$ cat src/rtl/sar_adc_pkg.sv
// ---------------------------------------------------------------------------
// sar_adc_pkg
//   Shared definitions for the SAR ADC sequencer slice.
//   - seq_state_t : sequencer FSM states (IDLE, CONVERT, WAIT)
//   - cnt_width() : width of a counter that must hold 0 .. value-1
//                   (clog2 of the value, never less than one bit)
// ---------------------------------------------------------------------------
package sar_adc_pkg;

  typedef enum logic [1:0] {
    IDLE    = 2'd0,
    CONVERT = 2'd1,
    WAIT    = 2'd2
  } seq_state_t;

  // Width of a counter running 0 .. value-1.
  // Tiny values still get one bit so the declared vector stays legal.
  function automatic int cnt_width(input int value);
    if (value <= 2) begin
      return 1;
    end
    return $clog2(value);
  endfunction

endpackage

$ cat src/rtl/avg_output_reg.sv
// ---------------------------------------------------------------------------
// avg_output_reg
//   Holding register for the averaged ADC result with a valid/ready
//   handshake and a sticky overrun flag.
//
// Ports
//   clk                 in   clock, rising edge
//   reset               in   synchronous, active-high
//   load                in   one-cycle strobe: capture load_data
//   load_data           in   [N_BITS] new averaged value
//   avg_ready           in   consumer ready; transfer when valid & ready
//   avg_result_digital  out  [N_BITS] held averaged value
//   avg_valid           out  avg_result_digital holds an unconsumed value
//   overrun             out  sticky; an unconsumed value was overwritten
// ---------------------------------------------------------------------------
module avg_output_reg #(
  parameter int N_BITS = 10
) (
  input  logic              clk,
  input  logic              reset,
  input  logic              load,
  input  logic [N_BITS-1:0] load_data,
  input  logic              avg_ready,
  output logic [N_BITS-1:0] avg_result_digital,
  output logic              avg_valid,
  output logic              overrun
);

  // A load always wins over a handshake: the new value lands and valid
  // stays high. The old value counts as lost only when the consumer was
  // not taking it in that same cycle, which is the only case that flags
  // overrun. Overrun is cleared by reset alone.
  always_ff @(posedge clk) begin
    if (reset) begin
      avg_result_digital <= '0;
      avg_valid          <= 1'b0;
      overrun            <= 1'b0;
    end else if (load) begin
      avg_result_digital <= load_data;
      avg_valid          <= 1'b1;
      if (avg_valid && !avg_ready) begin
        overrun <= 1'b1;
      end
    end else if (avg_valid && avg_ready) begin
      avg_valid <= 1'b0;
    end
  end

endmodule

$ cat src/rtl/sar_adc_sequencer.sv
// ---------------------------------------------------------------------------
// sar_adc_sequencer
//   Periodically triggers a SAR ADC, collects 2**AVG_LOG2 conversion
//   results, and presents their truncated mean on a valid/ready output.
//   Conversion starts are exactly PERIOD cycles apart while enable is high.
//   A conversion that does not report adc_eoc within TIMEOUT cycles is
//   abandoned and flags timeout_err.
//
// Parameters
//   N_BITS    ADC result width
//   AVG_LOG2  log2 of conversions averaged per output (0 = pass-through)
//   PERIOD    cycles between conversion starts (must be >= TIMEOUT+4)
//   TIMEOUT   max cycles to wait for adc_eoc
//
// Ports
//   clk                 in   clock, rising edge
//   reset               in   synchronous, active-high
//   enable              in   level; high permits conversions to start
//   adc_hold_digital    out  ADC sample-and-hold / SAR start
//   adc_eoc             in   ADC end-of-conversion
//   adc_result_digital  in   [N_BITS] ADC conversion result
//   avg_result_digital  out  [N_BITS] averaged result
//   avg_valid           out  avg_result_digital is valid
//   avg_ready           in   consumer accepts when valid & ready
//   overrun             out  sticky; an unaccepted result was overwritten
//   timeout_err         out  sticky; a conversion exceeded TIMEOUT
//   busy                out  sequencer is not IDLE
// ---------------------------------------------------------------------------
module sar_adc_sequencer
  import sar_adc_pkg::*;
#(
  parameter int N_BITS   = 10,
  parameter int AVG_LOG2 = 2,
  parameter int PERIOD   = 64,
  parameter int TIMEOUT  = 32
) (
  input  logic              clk,
  input  logic              reset,
  input  logic              enable,
  output logic              adc_hold_digital,
  input  logic              adc_eoc,
  input  logic [N_BITS-1:0] adc_result_digital,
  output logic [N_BITS-1:0] avg_result_digital,
  output logic              avg_valid,
  input  logic              avg_ready,
  output logic              overrun,
  output logic              timeout_err,
  output logic              busy
);

  // Period and timeout counters share one width; TIMEOUT < PERIOD, so a
  // counter sized for PERIOD also covers the timeout range.
  localparam int CNT_W = cnt_width(PERIOD);
  // Enough headroom for 2**AVG_LOG2 full-scale results: cannot overflow.
  localparam int ACC_W = N_BITS + AVG_LOG2;
  localparam int SMP_W = AVG_LOG2 + 1;

  localparam logic [SMP_W-1:0] N_SAMPLES    = SMP_W'(1 << AVG_LOG2);
  localparam logic [CNT_W-1:0] PERIOD_LAST  = CNT_W'(PERIOD - 1);
  localparam logic [CNT_W-1:0] TIMEOUT_LAST = CNT_W'(TIMEOUT - 1);

  seq_state_t        state_q, state_d;
  logic              hold_q, hold_d;
  logic [CNT_W-1:0]  period_q, period_d;
  logic [CNT_W-1:0]  timeout_q, timeout_d;
  logic [ACC_W-1:0]  acc_q, acc_d;
  logic [SMP_W-1:0]  smp_q, smp_d;
  logic              timeout_err_q, timeout_err_d;
  logic              avg_load;
  logic [N_BITS-1:0] avg_data;

  // State and datapath registers. Everything returns to a quiet IDLE on
  // reset, which also drops adc_hold_digital on the very next edge.
  always_ff @(posedge clk) begin
    if (reset) begin
      state_q       <= IDLE;
      hold_q        <= 1'b0;
      period_q      <= '0;
      timeout_q     <= '0;
      acc_q         <= '0;
      smp_q         <= '0;
      timeout_err_q <= 1'b0;
    end else begin
      state_q       <= state_d;
      hold_q        <= hold_d;
      period_q      <= period_d;
      timeout_q     <= timeout_d;
      acc_q         <= acc_d;
      smp_q         <= smp_d;
      timeout_err_q <= timeout_err_d;
    end
  end

  // Next-state and datapath control.
  // hold_d is the registered value of adc_hold_digital, so it is high
  // exactly for the cycles spent in CONVERT. The period counter is zeroed
  // on every CONVERT entry and free-runs through CONVERT and WAIT; leaving
  // WAIT on PERIOD_LAST spaces consecutive starts exactly PERIOD apart.
  // A full sample set is unloaded the cycle after the last eoc, which is
  // always early in WAIT, so it never collides with an eoc or a WAIT exit.
  always_comb begin
    state_d       = state_q;
    hold_d        = 1'b0;
    period_d      = period_q + 1'b1;
    timeout_d     = timeout_q;
    acc_d         = acc_q;
    smp_d         = smp_q;
    timeout_err_d = timeout_err_q;
    avg_load      = 1'b0;

    if (smp_q == N_SAMPLES) begin
      avg_load = 1'b1;
      acc_d    = '0;
      smp_d    = '0;
    end

    unique case (state_q)
      IDLE: begin
        period_d  = '0;
        timeout_d = '0;
        if (enable) begin
          state_d = CONVERT;
          hold_d  = 1'b1;
        end
      end

      CONVERT: begin
        timeout_d = timeout_q + 1'b1;
        if (adc_eoc) begin
          acc_d   = acc_q + ACC_W'(adc_result_digital);
          smp_d   = smp_q + 1'b1;
          state_d = WAIT;
        end else if (timeout_q == TIMEOUT_LAST) begin
          // A lost conversion poisons the running average; restart it.
          timeout_err_d = 1'b1;
          acc_d         = '0;
          smp_d         = '0;
          state_d       = WAIT;
        end else begin
          hold_d = 1'b1;
        end
      end

      WAIT: begin
        if (period_q == PERIOD_LAST) begin
          period_d  = '0;
          timeout_d = '0;
          if (enable) begin
            state_d = CONVERT;
            hold_d  = 1'b1;
          end else begin
            // Partial sample sets do not survive a stop.
            state_d = IDLE;
            acc_d   = '0;
            smp_d   = '0;
          end
        end
      end

      default: begin
        state_d = IDLE;
      end
    endcase
  end

  // Truncating mean: drop the AVG_LOG2 fractional bits.
  assign avg_data = N_BITS'(acc_q >> AVG_LOG2);

  assign adc_hold_digital = hold_q;
  assign timeout_err      = timeout_err_q;
  assign busy             = (state_q != IDLE);

  avg_output_reg #(
    .N_BITS (N_BITS)
  ) u_avg_output_reg (
    .clk                (clk),
    .reset              (reset),
    .load               (avg_load),
    .load_data          (avg_data),
    .avg_ready          (avg_ready),
    .avg_result_digital (avg_result_digital),
    .avg_valid          (avg_valid),
    .overrun            (overrun)
  );

endmodule

$ cat config.mk
export PLATFORM = sky130hd
export DESIGN_NAME = sar_adc_sequencer
export DESIGN_NICKNAME = d
export VERILOG_FILES = /design/src/rtl/sar_adc_pkg.sv /design/src/rtl/avg_output_reg.sv /design/src/rtl/sar_adc_sequencer.sv
export SDC_FILE = /design/constraint.sdc
export NUM_CORES = 1
export LEC_CHECK = 0
export BUFFER_PORTS_ARGS = -buffer_cell sky130_fd_sc_hd__buf_2
export CAP_MARGIN = 20
export CORE_MARGIN = 2
export CORE_UTILIZATION = 62
export CTS_CLUSTER_SIZE = 16
export DETAILED_ROUTE_END_ITERATION = 10
export PLACE_DENSITY = 0.84
export REMOVE_ABC_BUFFERS = 1
export SLEW_MARGIN = 10
export SYNTH_ARGS = -nofsm -noshare
export SYNTH_HDL_FRONTEND = slang
export SYNTH_HIERARCHICAL = 1
export SYNTH_SLANG_ARGS = --single-unit
$ cat constraint.sdc
create_clock -name clk -period 3.34 [get_ports clk]
set_input_delay 0.501 -clock clk [delete_from_list [all_inputs] [get_ports clk]]
set_output_delay 0.501 -clock clk [all_outputs]
set_load 0.02 [all_outputs]
Word level (Yosys, flattened, before mapping)
Index checks and enable logic that the tools add are counted.
Storage, ports and cells
  output and inout port bits: 15
  bits of input ports: 15
  RAM bits: 0
  memories: 0
  bits in registers: 43
  word-level logic and storage cells: 64
  bits in read-only memories: 0
  latch bits: 0
Cells by class
  eq/ne operators: 8
  bitwise operators: 1
  div/mod/pow operators: 0
  muxes and demuxes: 30
  reductions and logical operators: 11
  add/sub/neg operators: 4
  shift operators: 0
  order comparisons: 0
  $mul: 0
Operators with widths (number)
  $mux W12: 5
  $pmux W12 S2: 1
  $pmux W6 S3: 1
  $mux W3: 5
  $add A12 B10 Y12: 1
  $add A6 B1 Y6 const B: 2
  $mux W6: 2
  $pmux W6 S2: 1
  $mux W1: 8
  $mux W2: 4
  $eq A6 B5 Y1 const B: 1
  $eq A6 B6 Y1 const B: 1
  $pmux W2 S3: 1
  $pmux W3 S2: 1
  $reduce_and A3 Y1: 2
  $ne A2 B2 Y1 const B: 2
  $reduce_and A2 Y1: 2
  $reduce_bool A2 Y1: 2
  $add A3 B1 Y3 const B: 1
  $eq A3 B3 Y1 const B: 1
  $ne A3 B3 Y1 const B: 1
  $pmux W1 S3: 1
  $reduce_bool A3 Y1: 1
  $eq A2 B1 Y1 const B: 1
  5 further kinds: 6

Logic depth before layout (Yosys ltp)
  depth in word-level cells: 5
  gate-level depth with buffers: 7
  mapped depth without buffers: 7

By module
Netlist, hierarchy kept.
Modules (own cells, without submodules)
  sar_adc_sequencer: cells each 230, seq. area each 620.6 sq um, area an instance 1970.6 sq um, times used 1
  avg_output_reg: cells each 39, seq. area each 240.2 sq um, area an instance 422.9 sq um, times used 1

Worst setup path after synthesis
No wires, ideal clock.
  path type: input to register
  start point: input adc_result_digital[0]
  end point: register acc_q[6]
  stages on the path: 7
  setup slack: 1.277 ns
  arrival time: 1.941 ns
  library setup time: 0.122 ns
  buffers on the path: 0
  data required time: 3.218 ns
  cells stage by stage: ha_1 > fa_1 > a21oi_1 > o21ai_0 > a21oi_1 > nor4_1 > a311o_1
Between the ends
  word-level cells in the longest chain between the ends: 3
Ends and longest elaborated chain
  start: declaration: RTL line sar_adc_sequencer.sv:42  | input logic [N_BITS-1:0] adc_result_digital,
  $add A12 B10 Y12: RTL line sar_adc_sequencer.sv:130  | acc_d = acc_q + ACC_W'(adc_result_digital);
  $mux W12: RTL line sar_adc_sequencer.sv:129  | if (adc_eoc) begin
  $pmux W12 S2: RTL line sar_adc_sequencer.sv:117  | unique case (state_q)
  end signal: assignment: RTL line sar_adc_sequencer.sv:80  | acc_q <= '0;
  end signal: assignment: RTL line sar_adc_sequencer.sv:88  | acc_q <= acc_d;
  end: declaration: RTL line sar_adc_sequencer.sv:66  | logic [ACC_W-1:0] acc_q, acc_d;
No other way between the ends.
A chain may end at the register's enable or synchronous reset.

Worst setup path in the final report
  start point: register state_q[0]
  end point: register acc_q[9]
Between the ends
  word-level cells in the longest chain between the ends: 2
  elaborated cells on any way between the ends: 3
  those cells by class: 2 x eq/ne; 1 x mux
Ends and longest elaborated chain
  start: declaration: RTL line sar_adc_sequencer.sv:62  | seq_state_t state_q, state_d;
  start signal: assignment: RTL line sar_adc_sequencer.sv:84  | state_q <= state_d;
  $eq A2 B2 Y1 or $eq A2 B1 Y1 (tied branches): RTL line sar_adc_sequencer.sv:117
  $pmux W12 S2 *: RTL line sar_adc_sequencer.sv:117
Every way passes the cells marked *; elsewhere a longest branch is shown, timed or not.

==> results.md <==
Global route:
- The first-pass GRT wire length is 8070 microns.
- Entering global routing, the biggest net connects 29 pins.
- Global routing finished with a remaining overflow of 0.
- The via count of the first global-routing pass is 1886.
- In the global route stage, overall resource usage came out at 24.0%.
- The number of antenna violations at the first check in global routing is 0.

Place:
- The area of placed instances is 2550 sq um.
- Routability-driven placement finished with a final weighted congestion of 0.928.
- Detailed placement ended at an HPWL of 3510 microns.
- The count of buffers from port buffering is 29.
- The worst slack at placement is 1.02 ns.

Yosys:
- The number of distinct standard cells referenced by the synthesized netlist is 56.
- Counting flops and latches in the post-synthesis netlist gives 43.
- After synthesis, flip-flops and latches occupy 36.0% of the total area.
- The cell type with the highest aggregate area in the netlist is dfxtp_1.
- For this run, asynchronously set or reset flops after synthesis account for 0%.
- The average instance in the mapped netlist occupies 8.90 sq um.
- The cell count after synthesis is 269.
- Ranked by instance count, the synthesized netlist is headed by dfxtp_1, nor2_1, nand2_1.
- Among all flip-flop cells after synthesis, the most frequent one is dfxtp_1.
- The cell with the most instances after synthesis is dfxtp_1.
- The synthesized design contains 0 enable-type register cells.
- The cell area after synthesis is 2390 sq um.
- During synthesis, Yosys emitted a total of 6 warnings.
- Ranked by total cell area, the synthesized netlist is headed by dfxtp_1, ha_1, nor2_1, mux2i_1, a21oi_1.
- The synthesized design devotes to its leading area cell type 36.0% of total area.

Routing:
- The routed design has 4870 microns of wire.
- In this run the remaining antenna-violating nets after routing total 0.
- The number of iterations in the first detailed-routing pass is 4.
- After detailed routing, the number of remaining DRC violations is 0.
- In the final routed layout, each cell accounts on average for 14.0 microns.
- For this block, the initial DRC count from the detailed router was 144.
- The via density per instance is 5.92.
- The total via count in the routed design is 2059.

Clocking:
- TritonCTS built the clock tree.
- For the worst-skew pair, the clock arrives at the later sink with an insertion delay of 0.30 ns.
- The count of buffers added by post-CTS timing repair for setup is 0.
- The deepest clock path buffer count is 2.
- The quantity of hold-fixing buffers added after cts is 0.
- The post-cts sizing count is 0.
- Buffers inserted during clock tree synthesis total 5.
- The clock root buffer master is clkbuf_8.
- CTS built an H-tree with a depth of 2.
- The total number of clock tree sinks is 43.
- Clock-pin slew was measured on the worst setup and hold paths at 0.08 ns.

Finish:
- At the end of the flow, the number of nets in the layout was 335.
- The finished cells cover 2660 sq um.
- The repair_antennas step left the layout with diodes totalling 0.
- Compared with the post-synthesis result, the final layout area differs by 10.9%.
- The count of filler cells inserted in the layout is 306.
- Of the cells placed in the final design, the portion with a size suffix greater than 1 is 15.7%.

Timing:
- Static timing analysis puts the maximum clock frequency at 0.465 GHz.
- Setup repair after global routing left no endpoint under its margin.
- The post-route worst setup slack is 1.19 ns.
- The hold violation count in the final report is 0.
- Headroom to the max-slew limit came out at 39.2%.
- Adding up every negative setup slack in the final design gives 0 ns.
- The setup skew after layout is 0.00872 ns.
- The number of pins exceeding their max-slew limit in the final report was 0.
- Setup violations remaining at the end of the flow were counted as 0.
- The transition time at the pin with the least slew margin is 0.912 ns.
- The smallest clock period supported by the final layout is computed as 2.15 ns.
- Dividing the final minimum period by the clock period gives 64.3%.

Floorplanning:
- The height of the die is 66.1 microns.
- The floorplan step set the die width to 66.1 microns.
- Once the floorplan was initialized, standard cells occupied 64.9% of the core.
- The floorplan step defined a die boundary enclosing 4370 sq um.
- The number of top-level design ports is 30.
- The floorplan has 22 rows.
- The area of the core is 3690 sq um.

Power and ir drop:
- For this design the static power due to leakage is 1.08 nW.
- The worst-case IR drop observed on VDD is 0.525 mV.
- The total power density per cell area is 528 nW/um^2.
- Overall power consumption after layout is estimated at 0.00140 W.

Worst setup path:
- Data arrives at the worst endpoint at 2.40 ns.
- In this run the worst path has a maximum fanout of 7.
- The worst setup path is captured at a flip-flop.
- Data on the critical path is required at its endpoint by 3.59 ns.
- The kind of critical path is flip-flop to flip-flop.
- The critical path starts at state_q[0].
- The worst reg2reg path startpoint is state_q[0].
- The type of element launching the critical path is a flip-flop.

Flow run:
- The max-capacitance violation count is 0.

Min path:
- The worst hold path begins at period_q[0].
- The min-delay analysis places its worst path in the category flip-flop to flip-flop.

Status:
- The run finished with clean final reports.
## state kept, by name (all words and copies together), names as in the netlist
signal,flops
acc_q,12
adc_hold_digital,1
period_q,6
smp_q,3
state_q,2
timeout_err,1
timeout_q,6
u_avg_output_reg/avg_result_digital,10
u_avg_output_reg/avg_valid,1
u_avg_output_reg/overrun,1
## cell families after synthesis
kind of cell               after synthesis  share of synthesized area [%]
and+or+nand+nor                        102                           21.6
AOI/OAI and AO/OA                       65                           18.4
DFF                                     43                           36.0
muxes                                   14                           5.91
adders and majority gates               20                           10.8
buffers and inverters                   14                           3.34
xor gates and xnor gates                11                           4.02
## power by group
| part | switching (W) | internal, W | total, W |
|---|---|---|---|
| Combinational | 0.000261 | 0.000169 | 0.000430 |
| Sequential | 0.0000314 | 0.000551 | 0.000583 |
| Clock | 0.000170 | 0.000219 | 0.000389 |
| Total | 0.000463 | 0.000939 | 0.00140 |
## per-stage QoR
stage / util (%) / hold WS [ns] / instances
finish: 72.0 / 0.451 / 348
global route: 72.0 / 0.477 / 348
CTS: 72.0 / 0.454 / 348
detailed placement: 69.2 / 0.441 / 341
global placement: 69.2 / 0.432 / 341
floorplan: - / 0.418 / 264
## worst max-delay path, stage by stage, from the launching register on
cell and delay [ns]:
dfxtp_1 0.40, inv_1 0.09, ha_1 0.47, nand3_2 0.18, nor2_1 0.38, nand2_1 0.09, or4_1 0.40, nand3_1 0.09
## per-layer routing
| layer | up-vias | wire length (microns) | global-route usage [%] |
|---|---|---|---|
| met4 | 0 | 114 | 10.7 |
| met5 | - | 0 | 0 |
| met1 | 959 | 2100 | 27.4 |
| met2 | 58 | 2410 | 42.9 |
| li1 | 1028 | - | - |
| met3 | 14 | 239 | 4.60 |
## worst paths after layout
check | slack, ns | to | cells past startpoint
max reg2reg | 1.19 | acc_q[9] | 7
min reg2reg | 0.45 | period_q[0] | 1
min | 0.45 | period_q[0] | 1
max | 1.19 | acc_q[9] | 7
## cell type report
cell class | count | area (sq um) | area share [%]
flip-flops and latches | 43 | 861 | 32.4
inverters | 9 | 33.8 | 1.27
repair buffers | 29 | 145 | 5.47
multi-input cells | 212 | 1450 | 54.7
well taps | 48 | 60.1 | 2.26
clock inverters | 1 | 30.0 | 1.13
clock buffers | 6 | 72.6 | 2.73
## cells in the final DEF (no fill, tap or decap), drive strengths merged, types with 2 or more instances in the layout
cell type	count
a211oi	6
a21o	3
a21oi	19
a22o	3
a2bb2oi	2
a31oi	4
and2	3
and3	3
buf	29
clkbuf	6
dfxtp	43
ha	19
inv	9
mux2i	13
nand2	22
nand2b	5
nand3	9
nand3b	2
nand4b	3
nor2	37
nor2b	3
nor3	2
nor3b	2
o211ai	2
o21ai	14
o21bai	3
o31ai	2
or3	3
xnor2	5
xor2	6
(Power assumes the default switching activity.)
